==> config.mk <==
export PLATFORM = sky130hd
export DESIGN_NAME = weight_bank_sequencer
export DESIGN_NICKNAME = d
export VERILOG_FILES = /design/src/rtl/weight_seq_pkg.sv /design/src/rtl/weight_row_loader.sv /design/src/rtl/weight_bank_sequencer.sv
export SDC_FILE = /design/constraint.sdc
export NUM_CORES = 1
export LEC_CHECK = 0
export CORE_AREA = 2 2 58 60
export CTS_CLUSTER_SIZE = 14
export DETAILED_ROUTE_END_ITERATION = 8
export DIE_AREA = 0 0 60 62
export GPL_ROUTABILITY_DRIVEN = 0
export PLACE_DENSITY_LB_ADDON = 0.05
export SYNTH_ARGS = -nofsm -noshare
export SYNTH_HDL_FRONTEND = slang
export SYNTH_SLANG_ARGS = --single-unit
==> constraint.sdc <==
create_clock -name clk -period 2.3 [get_ports clk]
set_input_delay 0.46 -clock clk [delete_from_list [all_inputs] [get_ports clk]]
set_output_delay 0.46 -clock clk [all_outputs]
set_load 0.1 [all_outputs]
==> src/rtl/weight_seq_pkg.sv <==
// Shared state encodings and sizing helper for the double-buffered weight bank sequencer.
package weight_seq_pkg;

    typedef enum logic [1:0] {
        L_IDLE = 2'd0,
        L_FILL = 2'd1,
        L_FULL = 2'd2
    } load_state_t;

    typedef enum logic {
        C_IDLE = 1'b0,
        C_RUN  = 1'b1
    } comp_state_t;

    // A single-row tile still needs a 1-bit row index.
    function automatic int row_idx_w(input int n_rows);
        return (n_rows > 1) ? $clog2(n_rows) : 1;
    endfunction

endpackage

==> src/rtl/weight_row_loader.sv <==
// Shadow-bank fill controller: accepts one weight row per valid/ready beat and
// reports a complete tile until the compute side takes the bank.
//   state  | meaning
//   L_IDLE | shadow bank empty, waiting for start
//   L_FILL | accepting beats, one row per beat
//   L_FULL | complete tile held, waiting for a layer to take it
module weight_row_loader
    import weight_seq_pkg::*;
#(
    parameter int N_ROWS = 4
) (
    input  logic              clk,
    input  logic              rst,
    input  logic              start,
    input  logic              w_valid,
    input  logic              release_bank,
    output logic              w_ready,
    output logic [N_ROWS-1:0] load_row_en,
    output logic              loaded,
    output logic              filling
);
    localparam int RW = row_idx_w(N_ROWS);
    localparam logic [RW-1:0] LAST_ROW = RW'(N_ROWS - 1);

    load_state_t   state, state_next;
    logic [RW-1:0] row_idx, row_idx_next;

    always_ff @(posedge clk) begin
        if (rst) begin
            state   <= L_IDLE;
            row_idx <= '0;
        end else begin
            state   <= state_next;
            row_idx <= row_idx_next;
        end
    end

    always_comb begin
        state_next   = state;
        row_idx_next = row_idx;
        w_ready      = 1'b0;
        load_row_en  = '0;
        unique case (state)
            L_IDLE: begin
                if (start) begin
                    state_next   = L_FILL;
                    row_idx_next = '0;
                end
            end
            L_FILL: begin
                w_ready = 1'b1;
                if (w_valid) begin
                    load_row_en = N_ROWS'(1) << row_idx;
                    if (row_idx == LAST_ROW) begin
                        state_next   = L_FULL;
                        row_idx_next = '0;
                    end else begin
                        row_idx_next = row_idx + RW'(1);
                    end
                end
            end
            L_FULL: begin
                // start is deliberately ignored here, even in the release cycle.
                if (release_bank) state_next = L_IDLE;
            end
            default: state_next = L_IDLE;
        endcase
    end

    assign loaded  = (state == L_FULL);
    assign filling = (state == L_FILL);

endmodule

==> src/rtl/weight_bank_sequencer.sv <==
// Double-buffered weight controller: compute FSM, bank toggle and column mask latch,
// with the shadow-bank loader as a sub-module.
//   state  | meaning
//   C_IDLE | no layer running, MACs disabled
//   C_RUN  | layer running, cnt = cycles left including this one
module weight_bank_sequencer
    import weight_seq_pkg::*;
#(
    parameter int N_MACS = 4,
    parameter int N_ROWS = 4,
    parameter int LEN_W  = 8
) (
    input  logic              clk,
    input  logic              rst,
    input  logic              start,
    input  logic              w_valid,
    output logic              w_ready,
    output logic [N_ROWS-1:0] load_row_en,
    output logic              load_bank,
    output logic              loaded,
    input  logic              layer_req,
    input  logic [LEN_W-1:0]  layer_cycles,
    input  logic [N_MACS-1:0] col_mask,
    output logic              layer_ack,
    output logic              active_bank,
    output logic [N_MACS-1:0] mac_en,
    output logic              done,
    output logic              busy
);
    comp_state_t       c_state, c_state_next;
    logic [LEN_W-1:0]  cnt, cnt_next;
    logic [N_MACS-1:0] mask, mask_next;
    logic              bank_next;
    logic              filling;
    logic              last_cycle;
    logic              accept;

    weight_row_loader #(
        .N_ROWS(N_ROWS)
    ) u_loader (
        .clk         (clk),
        .rst         (rst),
        .start       (start),
        .w_valid     (w_valid),
        .release_bank(accept),
        .w_ready     (w_ready),
        .load_row_en (load_row_en),
        .loaded      (loaded),
        .filling     (filling)
    );

    assign last_cycle = (c_state == C_RUN) && (cnt == LEN_W'(1));
    // Accepting on the last cycle of a running layer gives zero-bubble back-to-back layers.
    assign accept     = layer_req && loaded && ((c_state == C_IDLE) || last_cycle);

    always_ff @(posedge clk) begin
        if (rst) begin
            c_state     <= C_IDLE;
            cnt         <= '0;
            mask        <= '0;
            active_bank <= 1'b0;
        end else begin
            c_state     <= c_state_next;
            cnt         <= cnt_next;
            mask        <= mask_next;
            active_bank <= bank_next;
        end
    end

    always_comb begin
        c_state_next = c_state;
        cnt_next     = cnt;
        mask_next    = mask;
        bank_next    = active_bank;
        if (accept) begin
            c_state_next = C_RUN;
            cnt_next     = (layer_cycles == '0) ? LEN_W'(1) : layer_cycles;
            mask_next    = col_mask;
            bank_next    = ~active_bank;
        end else if (c_state == C_RUN) begin
            cnt_next = cnt - LEN_W'(1);
            if (last_cycle) c_state_next = C_IDLE;
        end
    end

    assign layer_ack = accept;
    assign load_bank = ~active_bank;
    assign mac_en    = (c_state == C_RUN) ? mask : '0;
    assign done      = last_cycle;
    assign busy      = filling || (c_state == C_RUN);

endmodule
==> summary.md <==
| Metric | Value |
|---|---|
| Final hold viol count | `0` |
| Slew @ Worst Pin | `~0.57 ns` |
| Starting density of the core | `0.372` |
| WS Path Type | `register to output port` |
| Worst Skew | `0.00428 ns` |
| Hold Path Class | `register to register` |
| # setup viols final | `0` |
| Max stage delay on crit path | `~0.42 ns` |
| Post-layout util | `0.543` |
| Die Height | `62 um` |
| Status | `complete, no violations` |
| TritonCTS clock tree | `done` |
| Worst-path fanout max | `6` |
| Setup_tns | `0 ns` |
| CTS Sinks | `18` |
| Max Slew Vio Count | `0` |
| Via count | `1,196` |
| Drt pass-1 iters | `4` |
| Top cell type's share of synthesized area | `0.305` |
| Initial DRC Count | `30` |
| Vias in the first global route | `1,121` |
| CTS H-tree depth | `1` |
| Total Wirelength | `about 3.2 mm` |
| CP cell instances | `ha_1 > nor3b_4 > a21bo_4 > nand2_2 > inv_1 > buf_12` |
| Wire per inst | `about 14 um` |
| Area Overhead vs Synth | `46.1%` |
| Worst Path Required | `between 1.5 and 2 ns` |
| Combinational power share | `0.168` |
| Most common cell in the netlist | `dfxtp_1` |
| CP Capture Type | `output port` |
| P per Cell Area | `around 360 nW/um2` |
| Clock power frac | `0.326` |
| Post-synthesis instance total | `around 140` |
| Placed Area | `roughly 1700 um2` |
| Fmax | `roughly 450 MHz` |
| Arrival time worst endpoint | `1.75 ns` |
| Power Total | `0.629 mW` |
| Part of the cycle the worst path needs | `0.962` |
| Register bit total from synthesis | `18` |
| Switching share of power | `0.265` |
| Sequential-to-total area share from yosys stat | `0.305` |
| Worst setup margin | `0.0874 ns` |
| Largest net degree at the start of global routing | `19` |
| Clk slew on worst S/H paths | `~0.12 ns` |
| Distinct cells, synth | `45` |
| Pint | `roughly 0.46 mW` |
| Lkg Pwr | `roughly 0.67 nW` |
| Die area | `between 3000 and 4000 um2` |
| Syn nets | `around 170` |
| Syn. warnings | `0` |
| Core Rows | `21` |
| Gr ovfl total | `0` |
| Layout cells sized above 1 | `0.229` |
| # DRC | `0` |
| Slowest CP cell | `dfxtp_1` |
| Post-synth top cells | `18 x dfxtp_1, 11 x o21ai_0, 10 x nand3_1, 9 x a21oi_1, 7 x inv_1` |
| Max clock buf depth | `2` |
| GRT Total Usage | `0.182` |
| CP startpoint kind | `register` |
| Minimum clock period | `around 2.2 ns` |
| Vias per cell | `about 5.4` |
| Switching pwr | `roughly 0.17 mW` |
| First-pass GRT wire length | `roughly 5.1 mm` |
| Top post-synthesis cells by area | `dfxtp_1 31%, ha_1 6.4%, o21ai_0 4.7%` |
| Setup Fix Bufs, Post-CTS | `0` |
| Cell Count, Final, Fillers Out | `between 200 and 250` |
| Fin area | `roughly 1700 um2` |
| Final hold slack | `around 0.49 ns` |
| DP Cell Count | `217` |
| Antenna Nets Post-Route | `0` |
| Post-synth top area cell | `dfxtp_1` |
| Number of max-cap violations | `0` |
| EDFF count, synth | `0` |
| Nets | `between 150 and 200` |
| Core ar. | `roughly 3200 um2` |
| Die W | `around 60 um` |
| Post-synthesis cell area | `approximately 1200 um2` |
| N_diodes | `0` |
| CTS buffer count | `3` |
| Initial antenna violation count | `0` |
| I/O Buffers | `31` |
| Flop pwr share | `0.505` |
| Worst VDD drop | `between 200 and 250 uV` |
| Main synth FF type | `dfxtp_1` |
| Mean Syn Cell Area | `between 8 and 9 um2` |
| Clock latency on the worst-skew pair | `around 0.30 ns` |
| I/O pins | `32` |
| FFs w/ async S/R, synth | `0` |
| CTS Root Cell | `clkbuf_4` |
| Placed wire-length estimate | `2.31 mm` |
| Max-slew headroom | `0.621` |
| Pre-CTS setup slack | `around 0.24 ns` |
-- cell families after synthesis --
logic type                 Yosys count  synth area share
and+or+nand+nor                     56             0.292
AOI/OAI and AO/OA                   42             0.246
DFF                                 18             0.305
buffers and inverters               17            0.0689
adders and majority gates            6            0.0636
muxes                                2            0.0169
xor gates and xnor gates             1           0.00742
-- area by class of cell --
type / instances / area [um2]
fillers: 292 / 1450
multi-input cells: 107 / 749
repair buffers: 39 / 495
flip-flops and latches: 18 / 360
well taps: 46 / 57.6
clock buffers: 4 / 36.3
inverters: 7 / 26.3
-- routing by layer --
layer  global-route usage  wire length, um  up-vias
li1                     -                -      594
met4               0.0794               69        0
met2                0.295             1520       37
met5                    0                0        -
met1                0.240             1430      557
met3               0.0311              166        8
-- path summary, 6_finish.rpt --
kind                                   to  slack, ns  cells after the start  startpoint
worst max-delay path            layer_ack       0.09                      6      cnt[0]
worst min register to register    mask[1]       0.49                      2     mask[1]
worst max register to register     cnt[7]       0.41                      7      cnt[1]
worst min-delay path              mask[1]       0.49                      2     mask[1]
-- critical path: cells and delay by family, from the launching register on --
kind	cells	cell delay [ns]
flops	1	0.42
compound gates	1	0.19
simple gates	2	0.37
fa+ha+maj	1	0.18
buf+inv	2	0.29
-- registers in the layout (all words and copies together) (netlist names) --
signal,count
u_loader.row_idx,2
c_state,1
active_bank,1
u_loader.state,2
mask,4
cnt,8
-- layout by cell type, fill, tap and decap left out, types with 3 or more instances in the layout --
| cell | synthesis | layout |
|---|---|---|
| buf_4 | 0 | 10 |
| nor2_1 | 5 | 5 |
| a21oi_1 | 9 | 9 |
| nor3_1 | 6 | 6 |
| nand3_1 | 10 | 10 |
| o21ai_0 | 11 | 11 |
| a32oi_1 | 4 | 4 |
| a31oi_1 | 4 | 4 |
| nand3b_1 | 3 | 3 |
| dfxtp_1 | 18 | 18 |
| nand2_1 | 5 | 5 |
| or2_2 | 3 | 3 |
| buf_12 | 0 | 13 |
| and3_2 | 0 | 3 |
| clkbuf_4 | 0 | 3 |
| clkdlybuf4s50_1 | 0 | 16 |
| inv_1 | 7 | 7 |
| and2_1 | 4 | 4 |
| ha_1 | 6 | 6 |
-- repair_timing --
| action | in CTS | in global routing |
|---|---|---|
| gates resized for setup | 0 | 1 |
| setup endpoints to repair | 0 | 1 |
| hold buffers | 0 | 0 |
-- power groups by stage --
stage | logic (mW) | registers, mW | clock network (mW)
4_1_cts | 0.107 | 0.318 | 0.213
5_1_grt | 0.112 | 0.319 | 0.224
3_3_place_gp | 0.106 | 0.325 | 0
6_report | 0.106 | 0.318 | 0.205
3_5_place_dp | 0.107 | 0.325 | 0
2_1_floorplan | 0.0496 | 0.324 | 0
Note: power is estimated with default switching activity, not from simulation.
